`config.mk`:
```
export PLATFORM = sky130hd
export DESIGN_NAME = ov7670_sccb_master_flat
export DESIGN_NICKNAME = d
export VERILOG_FILES = /design/src/rtl/ov7670_sccb_master_if.sv /design/src/rtl/ov7670_sccb_master.sv /design/src/flat_wrapper.sv
export SDC_FILE = /design/constraint.sdc
export NUM_CORES = 1
export LEC_CHECK = 0
export ABC_AREA = 1
export CAP_MARGIN = 40
export CORE_UTILIZATION = 52
export DETAILED_ROUTE_END_ITERATION = 7
export PLACE_DENSITY = 0.79
export SYNTH_ARGS = -nofsm -noshare
export SYNTH_HDL_FRONTEND = slang
export SYNTH_SLANG_ARGS = --single-unit
```
`constraint.sdc`:
```
create_clock -name clk -period 2.65 [get_ports clk]
set_clock_uncertainty 0.2 [all_clocks]
set_input_delay 0.265 -clock clk [delete_from_list [all_inputs] [get_ports clk]]
set_output_delay 0.265 -clock clk [all_outputs]
set_load 0.1 [all_outputs]
```
`src/rtl/ov7670_sccb_master_if.sv`:
```
// Request/bus bundle for the OV7670 SCCB write master.
// The requester raises start with data; a request is taken only while busy=0. done is a one-cycle pulse when the write ends.
interface ov7670_sccb_master_if;
  logic        start;
  logic [15:0] data;
  logic        busy;
  logic        done;
  logic        sioc;
  logic        siod_out;
  logic        siod_oe;

  // Requester side (init sequencer).
  modport master (
    output start, data,
    input  busy, done, sioc, siod_out, siod_oe
  );

  // Serving side (the SCCB engine).
  modport slave (
    input  start, data,
    output busy, done, sioc, siod_out, siod_oe
  );
endinterface

```
`src/rtl/ov7670_sccb_master.sv`:
```
// SCCB 3-phase write engine for the OV7670: START, 27 bits (ID, reg, value, each with a
// don't-care bit), STOP, then an idle gap before done.
module ov7670_sccb_master #(
  parameter int          CLK_DIV      = 125,
  parameter logic [7:0]  DEVICE_ID    = 8'h42,
  parameter int          GAP_QUARTERS = 400
) (
  input  logic                       clk,
  input  logic                       reset_n,
  ov7670_sccb_master_if.slave        bus,
  output logic [2:0]                 dbg_state
);

  typedef enum logic [2:0] {IDLE, START, BITS, STOP, GAP} state_t;

  localparam int DW      = (CLK_DIV > 2) ? $clog2(CLK_DIV) : 1;
  localparam int CNT_MAX = (GAP_QUARTERS > 26) ? GAP_QUARTERS : 26;
  localparam int CW      = $clog2(CNT_MAX + 1);

  state_t          state, state_n;
  logic [DW-1:0]   div_cnt, div_n;
  logic [1:0]      q, q_n;
  logic [CW-1:0]   cnt, cnt_n;
  logic [15:0]     data_q, data_n;
  logic            done_q, done_n;
  logic            sioc_q, sioc_n;
  logic            siod_q, siod_n;
  logic            oe_q, oe_n;
  logic            tick;
  logic [26:0]     frame;
  logic [4:0]      bit_idx;
  logic            is_x;

  assign tick  = (div_cnt == DW'(CLK_DIV - 1));
  // X positions carry 1 so the released (pulled-up) level matches the driven value.
  assign frame = {DEVICE_ID, 1'b1, data_q[15:8], 1'b1, data_q[7:0], 1'b1};

  always_ff @(posedge clk or negedge reset_n) begin
    if (!reset_n) begin
      state   <= IDLE;
      div_cnt <= '0;
      q       <= '0;
      cnt     <= '0;
      data_q  <= '0;
      done_q  <= 1'b0;
      sioc_q  <= 1'b1;
      siod_q  <= 1'b0;
      oe_q    <= 1'b0;
    end else begin
      state   <= state_n;
      div_cnt <= div_n;
      q       <= q_n;
      cnt     <= cnt_n;
      data_q  <= data_n;
      done_q  <= done_n;
      sioc_q  <= sioc_n;
      siod_q  <= siod_n;
      oe_q    <= oe_n;
    end
  end

  // Outputs are decoded from the next state/quarter so the registered pins line up with the quarter they describe.
  always_comb begin
    state_n = state;
    div_n   = tick ? '0 : div_cnt + DW'(1);
    q_n     = q;
    cnt_n   = cnt;
    data_n  = data_q;
    done_n  = 1'b0;
    sioc_n  = 1'b1;
    siod_n  = 1'b0;
    oe_n    = 1'b0;
    bit_idx = '0;
    is_x    = 1'b0;

    case (state)
      IDLE: begin
        div_n = '0;
        if (bus.start && bus.data != 16'hFFFF) begin
          state_n = START;
          q_n     = '0;
          cnt_n   = '0;
          data_n  = bus.data;
        end
      end
      GAP: begin
        if (tick) begin
          if (cnt == CW'(GAP_QUARTERS - 1)) begin
            state_n = IDLE;
            done_n  = 1'b1;
            cnt_n   = '0;
            q_n     = '0;
          end else begin
            cnt_n = cnt + CW'(1);
          end
        end
      end
      default: begin
        if (tick) begin
          q_n = q + 2'd1;
          if (q == 2'd3) begin
            case (state)
              START: begin
                state_n = BITS;
                cnt_n   = '0;
              end
              BITS: begin
                if (cnt == CW'(26)) begin
                  state_n = STOP;
                  cnt_n   = '0;
                end else begin
                  cnt_n = cnt + CW'(1);
                end
              end
              default: begin
                state_n = GAP;
                cnt_n   = '0;
              end
            endcase
          end
        end
      end
    endcase

    bit_idx = 5'd26 - cnt_n[4:0];
    is_x    = (cnt_n == CW'(8)) || (cnt_n == CW'(17)) || (cnt_n == CW'(26));

    case (state_n)
      START: begin
        oe_n   = 1'b1;
        siod_n = (q_n == 2'd0);
        sioc_n = (q_n != 2'd3);
      end
      BITS: begin
        sioc_n = q_n[1];
        siod_n = frame[bit_idx];
        oe_n   = !is_x;
      end
      STOP: begin
        sioc_n = (q_n != 2'd0);
        siod_n = (q_n == 2'd2);
        oe_n   = (q_n != 2'd3);
      end
      default: ;
    endcase
  end

  assign bus.busy     = (state != IDLE);
  assign bus.done     = done_q;
  assign bus.sioc     = sioc_q;
  assign bus.siod_out = siod_q;
  assign bus.siod_oe  = oe_q;
  assign dbg_state    = state;

endmodule

```
`src/flat_wrapper.sv`:
```
// flat-port wrapper written by rule: the top's interface ports become plain ports
module ov7670_sccb_master_flat 
#(
  parameter int          CLK_DIV      = 125,
  parameter logic [7:0]  DEVICE_ID    = 8'h42,
  parameter int          GAP_QUARTERS = 400
)
  (clk, reset_n, dbg_state, bus_start, bus_data, bus_busy, bus_done, bus_sioc, bus_siod_out, bus_siod_oe);
  ov7670_sccb_master_if bus_i ();
  input  logic clk;
  input  logic reset_n;
  output logic [2:0] dbg_state;
  input wire logic [$bits(bus_i.start)-1:0] bus_start;
  input wire logic [$bits(bus_i.data)-1:0] bus_data;
  output wire logic [$bits(bus_i.busy)-1:0] bus_busy;
  output wire logic [$bits(bus_i.done)-1:0] bus_done;
  output wire logic [$bits(bus_i.sioc)-1:0] bus_sioc;
  output wire logic [$bits(bus_i.siod_out)-1:0] bus_siod_out;
  output wire logic [$bits(bus_i.siod_oe)-1:0] bus_siod_oe;
  assign bus_i.start = bus_start;
  assign bus_i.data = bus_data;
  assign bus_busy = bus_i.busy;
  assign bus_done = bus_i.done;
  assign bus_sioc = bus_i.sioc;
  assign bus_siod_out = bus_i.siod_out;
  assign bus_siod_oe = bus_i.siod_oe;
  ov7670_sccb_master #(.CLK_DIV(CLK_DIV), .DEVICE_ID(DEVICE_ID), .GAP_QUARTERS(GAP_QUARTERS)) u_core (.clk(clk), .reset_n(reset_n), .bus(bus_i), .dbg_state(dbg_state));
endmodule
```
# After elaboration in Yosys (flattened, before gate mapping)

Cells that the tools add are included.

Div/mod/pow operators: 0
Multiplexer cells: 31
Reductions and logical operators: 9
Shifts and indexed selects: 0
Bitwise logic cells: 0
$mul: 0
$add $sub $neg: 4
Equal/unequal tests: 16
$lt $le $gt $ge: 1

Operators by type and width:

| operator               | number |
|---|---|
| $mux W9                | 7 |
| $eq A9 B5 Y1 const B   | 3 |
| $mux W3                | 6 |
| $pmux W9 S2            | 1 |
| $ne A16 B16 Y1 const B | 1 |
| $mux W7                | 2 |
| $pmux W3 S2            | 2 |
| $add A9 B1 Y9 const B  | 1 |
| $eq A3 B2 Y1 const B   | 3 |
| $eq A9 B4 Y1 const B   | 1 |
| $eq A9 B9 Y1 const B   | 1 |
| $pmux W1 S3            | 3 |
| $mux W2                | 4 |
| $add A7 B1 Y7 const B  | 1 |
| $eq A7 B7 Y1 const B   | 1 |
| $eq A3 B1 Y1 const B   | 2 |
| $lt A5 B6 Y1 const B   | 1 |
| $bmux W1 S5            | 1 |
| $sub A5 B5 Y5 const A  | 1 |
| $eq A2 B2 Y1 const B   | 2 |
| $mux W1                | 4 |
| $pmux W2 S2            | 1 |
| $eq A3 B3 Y1 const B   | 1 |
| $logic_not A3 Y1       | 1 |
| 9 further kinds        | 10 |

Register bits after elaboration: 41
Bits of input ports: 19
Output and inout bits: 8
Latch bits: 0
Logic and storage cells: 70
Memories kept: 0
Bits in writable memories: 0
Bits in read-only memories: 0

# Logic depth before layout (Yosys ltp)

Gate-level depths: netlist of run 1.

Word-level depth: 11
Mapped depth: 24
Gate-level depth less buffers: 24

# Worst setup path before layout of run 1

Ideal clock, no wire load.

Kind: flip-flop to flip-flop
Start: register u_core.state[0] (netlist: u_core.dbg_state[0])
End: register u_core.siod_q (netlist: u_core.bus.siod_out)
Path buffers: 0
Cell stages (with the launch flop): 20
Arrival time: 3.047 ns
Path slack: -0.717 ns
Library setup time: 0.120 ns
Data required time: 2.330 ns
Clock period less this slack: 3.367 ns
Path through: dfrtp_1 -> nor2_4 -> inv_4 -> nor2_8 -> inv_2 -> or2_0 -> nand3_1 -> nor2_2 -> ha_1 -> nand2_1 -> nand3b_1 -> nand2_1 -> nand2_1 -> nand2_1 -> nand2_1 -> nand3_1 -> nand2_1 -> inv_1 -> nand2_1 -> nand2_1

Word-level cells in the longest chain between the ends: 9
Elaborated cells on any way between the ends: 26
Classes of those cells: 1 x add/sub; 7 x eq/ne; 16 x mux; 2 x reduce/logical

Ends and longest elaborated chain:

| item                            | line                      | RTL |
|---|---|---|
| start: declaration              | ov7670_sccb_master.sv:20  | `state_t state, state_n;` |
| start signal: assignment        | ov7670_sccb_master.sv:50  | `state <= state_n;` |
| $eq A3 B2 Y1                    | ov7670_sccb_master.sv:102 | `case (state)` |
| $mux W9                         | ov7670_sccb_master.sv:102 |  |
| $mux W9                         | ov7670_sccb_master.sv:101 | `if (q == 2'd3) begin` |
| $mux W9                         | ov7670_sccb_master.sv:99  | `if (tick) begin` |
| $pmux W9 S2 *                   | ov7670_sccb_master.sv:76  | `case (state)` |
| via u_core.cnt_n[1]             | ov7670_sccb_master.sv:23  | `logic [CW-1:0] cnt, cnt_n;` |
| $sub A5 B5 Y5 *                 | ov7670_sccb_master.sv:125 | `bit_idx = 5'd26 - cnt_n[4:0];` |
| $bmux W1 S5 *                   | ov7670_sccb_master.sv:136 | `siod_n = frame[bit_idx];` |
| $mux W1 (not written as such) * | ov7670_sccb_master.sv:136 |  |
| $pmux W1 S3 *                   | ov7670_sccb_master.sv:128 | `case (state_n)` |
| via u_core.siod_n               | ov7670_sccb_master.sv:27  | `logic siod_q, siod_n;` |
| end signal: assignment          | ov7670_sccb_master.sv:57  | `siod_q <= siod_n;` |
| end: declaration                | ov7670_sccb_master.sv:27  |  |

The timed path passes the listed nets; every way through them passes the cells marked *. The select of a mux whose other input is x is not followed.
A chain may end at the register's enable or synchronous reset.

# Worst setup path in the final report of run 1

Start: register u_core.cnt[0]
End: register u_core.siod_q (netlist: u_core.bus.siod_out)

Word-level cells in the longest chain between the ends: 10
Elaborated cells on any way between the ends: 30
Classes of those cells: 2 x add/sub; 6 x eq/ne; 21 x mux; 1 x reduce/logical

Ends and longest elaborated chain:

| item                                          | line                                                                           | RTL |
|---|---|---|
| start: declaration                            | ov7670_sccb_master.sv:23                                                       |  |
| start signal: assignment                      | ov7670_sccb_master.sv:53                                                       | `cnt <= cnt_n;` |
| $add A9 B1 Y9 or $eq A9 B5 Y1 (tied branches) | ov7670_sccb_master.sv:94, ov7670_sccb_master.sv:112, ov7670_sccb_master.sv:108 |  |
| $mux W9                                       | ov7670_sccb_master.sv:108                                                      | `if (cnt == CW'(26)) begin` |
| $mux W9                                       | ov7670_sccb_master.sv:102                                                      |  |
| $mux W9                                       | ov7670_sccb_master.sv:101                                                      |  |
| $mux W9                                       | ov7670_sccb_master.sv:99                                                       |  |
| $pmux W9 S2 *                                 | ov7670_sccb_master.sv:76                                                       |  |
| $sub A5 B5 Y5 *                               | ov7670_sccb_master.sv:125                                                      |  |
| via u_core.bit_idx[0]                         | ov7670_sccb_master.sv:31                                                       | `logic [4:0] bit_idx;` |
| $bmux W1 S5 *                                 | ov7670_sccb_master.sv:136                                                      |  |
| $mux W1 (not written as such) *               | ov7670_sccb_master.sv:136                                                      |  |
| $pmux W1 S3 *                                 | ov7670_sccb_master.sv:128                                                      |  |
| via u_core.siod_n                             | ov7670_sccb_master.sv:27                                                       |  |

Marks and branches as above.

==> impl_metrics.ini, run 1 <==
[run_status]
status = completed

[cells_and_area]
nFillCells = 414
area_delta_synth_final_pct = 31.9
layout_common_cells = nand2_1, buf_4, nand3_1, inv_1, dfrtp_1
nets = 475
drive_gt1_share_pct = 27.9
seqCellArea_um2 = 1040
multi_input_area_um2 = 1640
final_common_cell = nand2_1
fin_area_um2 = 3660
antenna_cells = 0

[clocking]
cts_root_buf = clkbuf_8
clock-sinks = 41
cts.clk_slew.worst_paths_ns = 0.08
clock_latency_ns = 0.30
cts.path.max_buffers = 2
htreeDepth = 2
cts_made_buffers = 5
cts_tree = built

[detailed_routing]
vias_per_cell = 5.14
detail_route.first_pass.iterations = 4
drcViolationCount = 0
finalWirelength_um = 6810
ant_nets = 0
wl_per_cell_um = 13.1
drt_iter0_drc = 212
vias = 2661

[logic_synthesis]
ys_ff_latch = 41
synthArstFlopShare_pct = 100
syn_area_per_cell_um2 = 7.40
synth_nets = 403
synth_ff_type = dfrtp_1
synth_enable_flop_cells = 0
yosys.cell_types.count = 46
yosysWarnings = 0
synthCells = 375
seq_area_frac_synth_pct = 37.0
syn_area_um2 = 2780

[setup_path]
startpoint_type = flip-flop
arrival_ns = 2.68
critPathTopFamily = simple AND/OR/NAND/NOR gates
crit_top_cell = nand2_1
critPathKind = reg -> reg
endpoint_kind = flip-flop
critPathSlowestCell = dfrtp_2
path_max_fanout = 3
cp_data_required_time_ns = 2.68
critPathMaxStageDelay_ns = 0.44
cp_num_buf_inv = 5
crit_path_cell_trace = buf_12 -> ha_4 -> nand2_4 -> nor2_4 -> nand2_2 -> nand2_1 -> nand2_1 -> nand3_2 -> nand3_4 -> nand2_4 -> inv_4 -> ha_4 -> inv_2 -> nand4_4 -> buf_4 -> a21boi_1 -> nand3_1 -> nand3_1 -> nand2_1 -> inv_1 -> nand2_1 -> nand2_1

[floorplan]
die_w_um = 75.1
core_um2 = 5140
die-area_um2 = 5640
die_height_um = 75.1
ios = 27
initial_core_util_pct = 54.0
rows = 26

[placed_design]
placed_cell_area_um2 = 3310
dp_hpwl_um = 5020
placement.io_buffers = 26
gp_congestion = 0.924

[timing]
clock.fmax_mhz = 377
worstMarginPinSlew_ns = 0.683
setup_tns_ns = 0
max_slew_margin_pct = 54.4
fin_crit_sh_pct = 100
holdWs_ns = 0.285
hold_viol = 0
setup_viol = 0
drv_slew = 0
period_needed_ns = 2.65
rsz0062_at_grt = true

[grt]
grt-ovfl-total = 0
grt_first_pass_wirelength_um = 10800
grt_pass1_vias = 2465
antenna_found_initial = 0
grt.total_usage_pct = 25.4
grt_max_degree = 32

[power_and_ir_drop]
p_per_area_nw_per_um2 = 965
leakage_uw = 0.00188
ir_drop_uv = 569
power.total_uw = 3530

[min_path]
min_path_type = reg -> reg

[job]
maxCapViolCount = 0
## timing repair
item                                   4_1_cts  5_1_grt
buffers inserted                             1       14
resized for setup                            3       28
pin swaps                                    1       20
endpoints found under the hold margin       29        0
hold buffers                                 1        0
setup endpoints to repair                    1        2
## path summary, 6_finish.rpt
path,from,to,slack (ns),depth (start not counted)
setup / recovery,u_core.cnt[0],u_core.bus.siod_out,0.0002,22
hold / removal,u_core.data_q[10],u_core.data_q[10],0.28,2
setup reg to reg,u_core.cnt[0],u_core.bus.siod_out,0.0002,22
hold reg to reg,u_core.data_q[10],u_core.data_q[10],0.28,2
max in group asynchronous,reset_n,u_core.cnt[0],1.27,3
min in group asynchronous,reset_n,u_core.div_cnt[5],0.34,2
## flip-flops by register name, indices dropped and copies added (netlist names)
name                 cells
u_core.bus.siod_out      1
u_core.div_cnt           7
u_core.bus.done          1
u_core.cnt               9
u_core.dbg_state         3
u_core.bus.siod_oe       1
u_core.bus.sioc          1
u_core.q                 2
u_core.data_q           16
## Yosys cell counts, drive strengths merged (2+ instances only)
cell type | number | area [um^2]
a21oi | 6 | 30.0
a22oi | 2 | 15.0
buf | 2 | 16.3
clkbuf | 2 | 7.51
clkinv | 3 | 16.3
dfrtp | 40 | 1000
ha | 9 | 113
inv | 51 | 194
nand2 | 126 | 510
nand3 | 49 | 303
nand3b | 2 | 15.0
nand4 | 3 | 25.0
nor2 | 35 | 184
nor3 | 4 | 20.0
o211ai | 4 | 43.8
o21ai | 15 | 93.9
o22ai | 2 | 12.5
or2 | 2 | 12.5
xnor2 | 2 | 17.5
xor2 | 7 | 61.3
## report_power, final
group / switching (uW) / total [uW] / leakage [uW] / internal, uW
Clock: 220 / 456 / 0.0000542 / 236
Combinational: 1250 / 2110 / 0.00131 / 869
Sequential: 146 / 963 / 0.000522 / 816
## per-stage QoR
step                      std cells  worst slack (ns)  utilization, %
after floorplan                 375            -0.134               -
after global placement          494           -0.0564            64.5
after detailed placement        494            -0.125            64.5
after CTS                       504           0.00250            66.9
after global routing            518            -0.173            71.2
final                           518          0.000217            71.2
## cells by family (layout without fill, tap and decap cells)
kind of cell,after synthesis,count (layout),synth area share (%)
buffers and inverters,58,131,8.43
adders and majority gates,9,9,4.06
DFF,41,41,37.0
AOI/OAI and AO/OA,35,35,8.65
and+or+nand+nor,223,223,39.0
xor gates and xnor gates,9,9,2.84
## worst min-delay path: stages, from the launching register on
cell and delay [ns]:
dfrtp_1 0.35, nand2_1 0.06, nand2_1 0.05
## final cells by class
cell class / instances / share of cell area (%)
Multi-Input combinational cell: 276 / 44.7
Sequential cell: 41 / 28.4
Clock buffer: 7 / 2.63
Tap cell: 70 / 2.39
Inverter: 54 / 6.15
Timing Repair Buffer: 69 / 15.7
Clock inverter: 1 / 0.137
## metal layers
layer	wire, um	global-route usage (%)
met2	3450	43.9
met1	2960	33.0
met5	0	0
met3	310	4.28
met4	88	6.71
No activity file was read; power rests on OpenSTA's default activity.
==> run 2: changes to the inputs <==
--- a/constraint.sdc
+++ b/constraint.sdc
@@ -4,2 +4,2 @@
 set_output_delay 0.265 -clock clk [all_outputs]
-set_load 0.1 [all_outputs]
+set_load 0.05 [all_outputs]
==> run 2 against run 1 <==
Compared with the run above: the flow now finishes with violations (setup timing); fmax down 1.3%; combinational power decreased by 5%; via count grew 1.2%; register-to-register slack lost 0.03 ns; cell count up 0.19%; wire length is 2.1% higher; design area about the same; sequential share of layout area down 0.19 points; largest power group unchanged.
==> impl_metrics.ini, run 2 (synthesized netlist as in run 1, its figures left out) <==
[cells_and_area]
antenna_cells = 0
nFillCells = 431
layout_common_cells = nand2_1, nand3_1, buf_4, inv_1, dfrtp_1
final_common_cell = nand2_1
reg.largest.list = u_core.data_q: 16 flops, u_core.cnt: 9 flops, u_core.div_cnt: 7 flops
nets = 476
fin_cells = 519
top_register = u_core.data_q
drive_gt1_share_pct = 26.5
area_delta_synth_final_pct = 32.0
largest_reg_flops = 16

[clocking]
cts.path.max_buffers = 2
clock_latency_ns = 0.30
cts_tree = built
htreeDepth = 2
cts_root_buf = clkbuf_8
clock-sinks = 41
cts_made_buffers = 5
cts.clk_slew.worst_paths_ns = 0.08

[grt]
antenna_found_initial = 0
grt.busiest_layer = met2
grt_max_degree = 31
grt-ovfl-total = 0
use_met1_pct = 32.7
grt_first_pass_wirelength_um = 11100
use_met2_pct = 46.2
grt_pass1_vias = 2499
grtUsageMet3_pct = 4.28
grt.total_usage_pct = 26.4

[timing]
worstMarginPinSlew_ns = 0.497
setup_viol = 1
clock.fmax_mhz = 373
rsz0062_at_grt = true
fin_crit_sh_pct = 101
max_slew_margin_pct = 66.8
fin_ws_ns = -0.0345
hold_viol = 0
period_needed_ns = 2.68
drv_slew = 0
holdWs_ns = 0.183

[placed_design]
dp_hpwl_um = 5120
gp_congestion = 0.909
placement.io_buffers = 26
dp.cells = 491

[setup_path]
startpoint_type = flip-flop
endpoint_kind = flip-flop
cp_data_required_time_ns = 2.62
path_max_fanout = 4
critPathKind = reg -> reg
arrival_ns = 2.65

[floorplan]
initial_core_util_pct = 54.0
ios = 27
core_um2 = 5140
die_height_um = 75.1
die-area_um2 = 5640
die_w_um = 75.1
rows = 26

[power_and_ir_drop]
ir_drop_uv = 526
leakage_uw = 0.00186
p_per_area_nw_per_um2 = 917

[detailed_routing]
ant_nets = 0
detail_route.first_pass.iterations = 4
vias = 2694
drt_iter0_drc = 151
vias_per_cell = 5.19
drcViolationCount = 0
finalWirelength_um = 6950
wl_per_cell_um = 13.4

[min_path]
min_path_type = in -> async

[job]
maxCapViolCount = 0

[run_status]
status = complete, but fails checks
failed_checks = setup timing
[run 2: cell types whose count changed in the layout (fill, tap and decap cells not counted), sizes merged]
cell / delta
clkdlybuf4s50: +8
buf: -7
clkbuf: -2
clkinv: +1
clkinvlp: +1
[run 2: timing repair]
item                       4_1_cts  5_1_grt
hold buffers                     1        0
setup endpoints to repair        2        2
hold endpoints to repair        41        0
gates resized for setup          5       26
cloned                           0        0
pin swaps                        1       20
setup buffers                    2       17
[run 2: final cells by class]
type                    instances  area [um^2]  share of cell area, %
inverters                      54          228                   6.22
well taps                      70         87.6                   2.39
repair buffers                 70          604                   16.5
multi-input cells             276         1630                   44.4
clock buffers                   5         68.8                   1.88
clock inverters                 3         17.5                  0.478
flip-flops and latches         41         1030                   28.2
[run 2: final timing paths]
path / startpoint / endpoint / slack [ns] / cells after the start
min in group clk: u_core.data_q[10] / u_core.data_q[10] / 0.30 / 2
setup reg to reg: u_core.cnt[1] / u_core.bus.siod_out / -0.03 / 20
setup / recovery: u_core.cnt[1] / u_core.bus.siod_out / -0.03 / 20
hold reg to reg: u_core.data_q[10] / u_core.data_q[10] / 0.30 / 2
max in group asynchronous: reset_n / u_core.cnt[0] / 1.59 / 3
hold / removal: reset_n / u_core.q[1] / 0.18 / 2
[run 2: power breakdown]
group          total (uW)  leakage (uW)  switching [uW]  internal (uW)
Clock                 407     0.0000439             226            182
Combinational        2010       0.00129            1150            861
Sequential            943      0.000523             132            811
[run 2: metrics by stage]
step | setup slack [ns] | cell area, um^2 | power (uW) | TNS (ns) | utilization [%]
4_1_cts | 0.00890 | 3440 | 3160 | 0 | 67.0
3_5_place_dp | -0.145 | 3320 | 2710 | -0.285 | 64.6
5_1_grt | -0.171 | 3660 | 3620 | -0.286 | 71.3
3_3_place_gp | -0.0689 | 3300 | 2640 | -0.107 | 64.2
2_1_floorplan | 0.0152 | 2810 | 2110 | 0 | -
6_report | -0.0345 | 3660 | 3360 | -0.0345 | 71.3
[run 2: worst max-delay path, stage by stage (launching register included)]
cell	delay, ns
dfrtp_1	0.44
ha_2	0.25
nand2_4	0.08
nor2_4	0.13
nand2_2	0.08
nand2_1	0.07
nand2_1	0.06
nand3_2	0.08
nand3_4	0.08
nand2_4	0.09
inv_4	0.05
ha_4	0.15
inv_2	0.06
nand4_4	0.10
nand2_1	0.14
xor2_2	0.18
nand3_1	0.10
nand2_1	0.06
inv_1	0.03
nand2_1	0.05
nand2_1	0.06
[run 2: per-layer routing]
| layer | routed length [um] | up-vias |
|---|---|---|
| met5 | 0 | - |
| met4 | 147 | 0 |
| met3 | 304 | 13 |
| met2 | 3490 | 89 |
| met1 | 3020 | 1251 |
| li1 | - | 1341 |
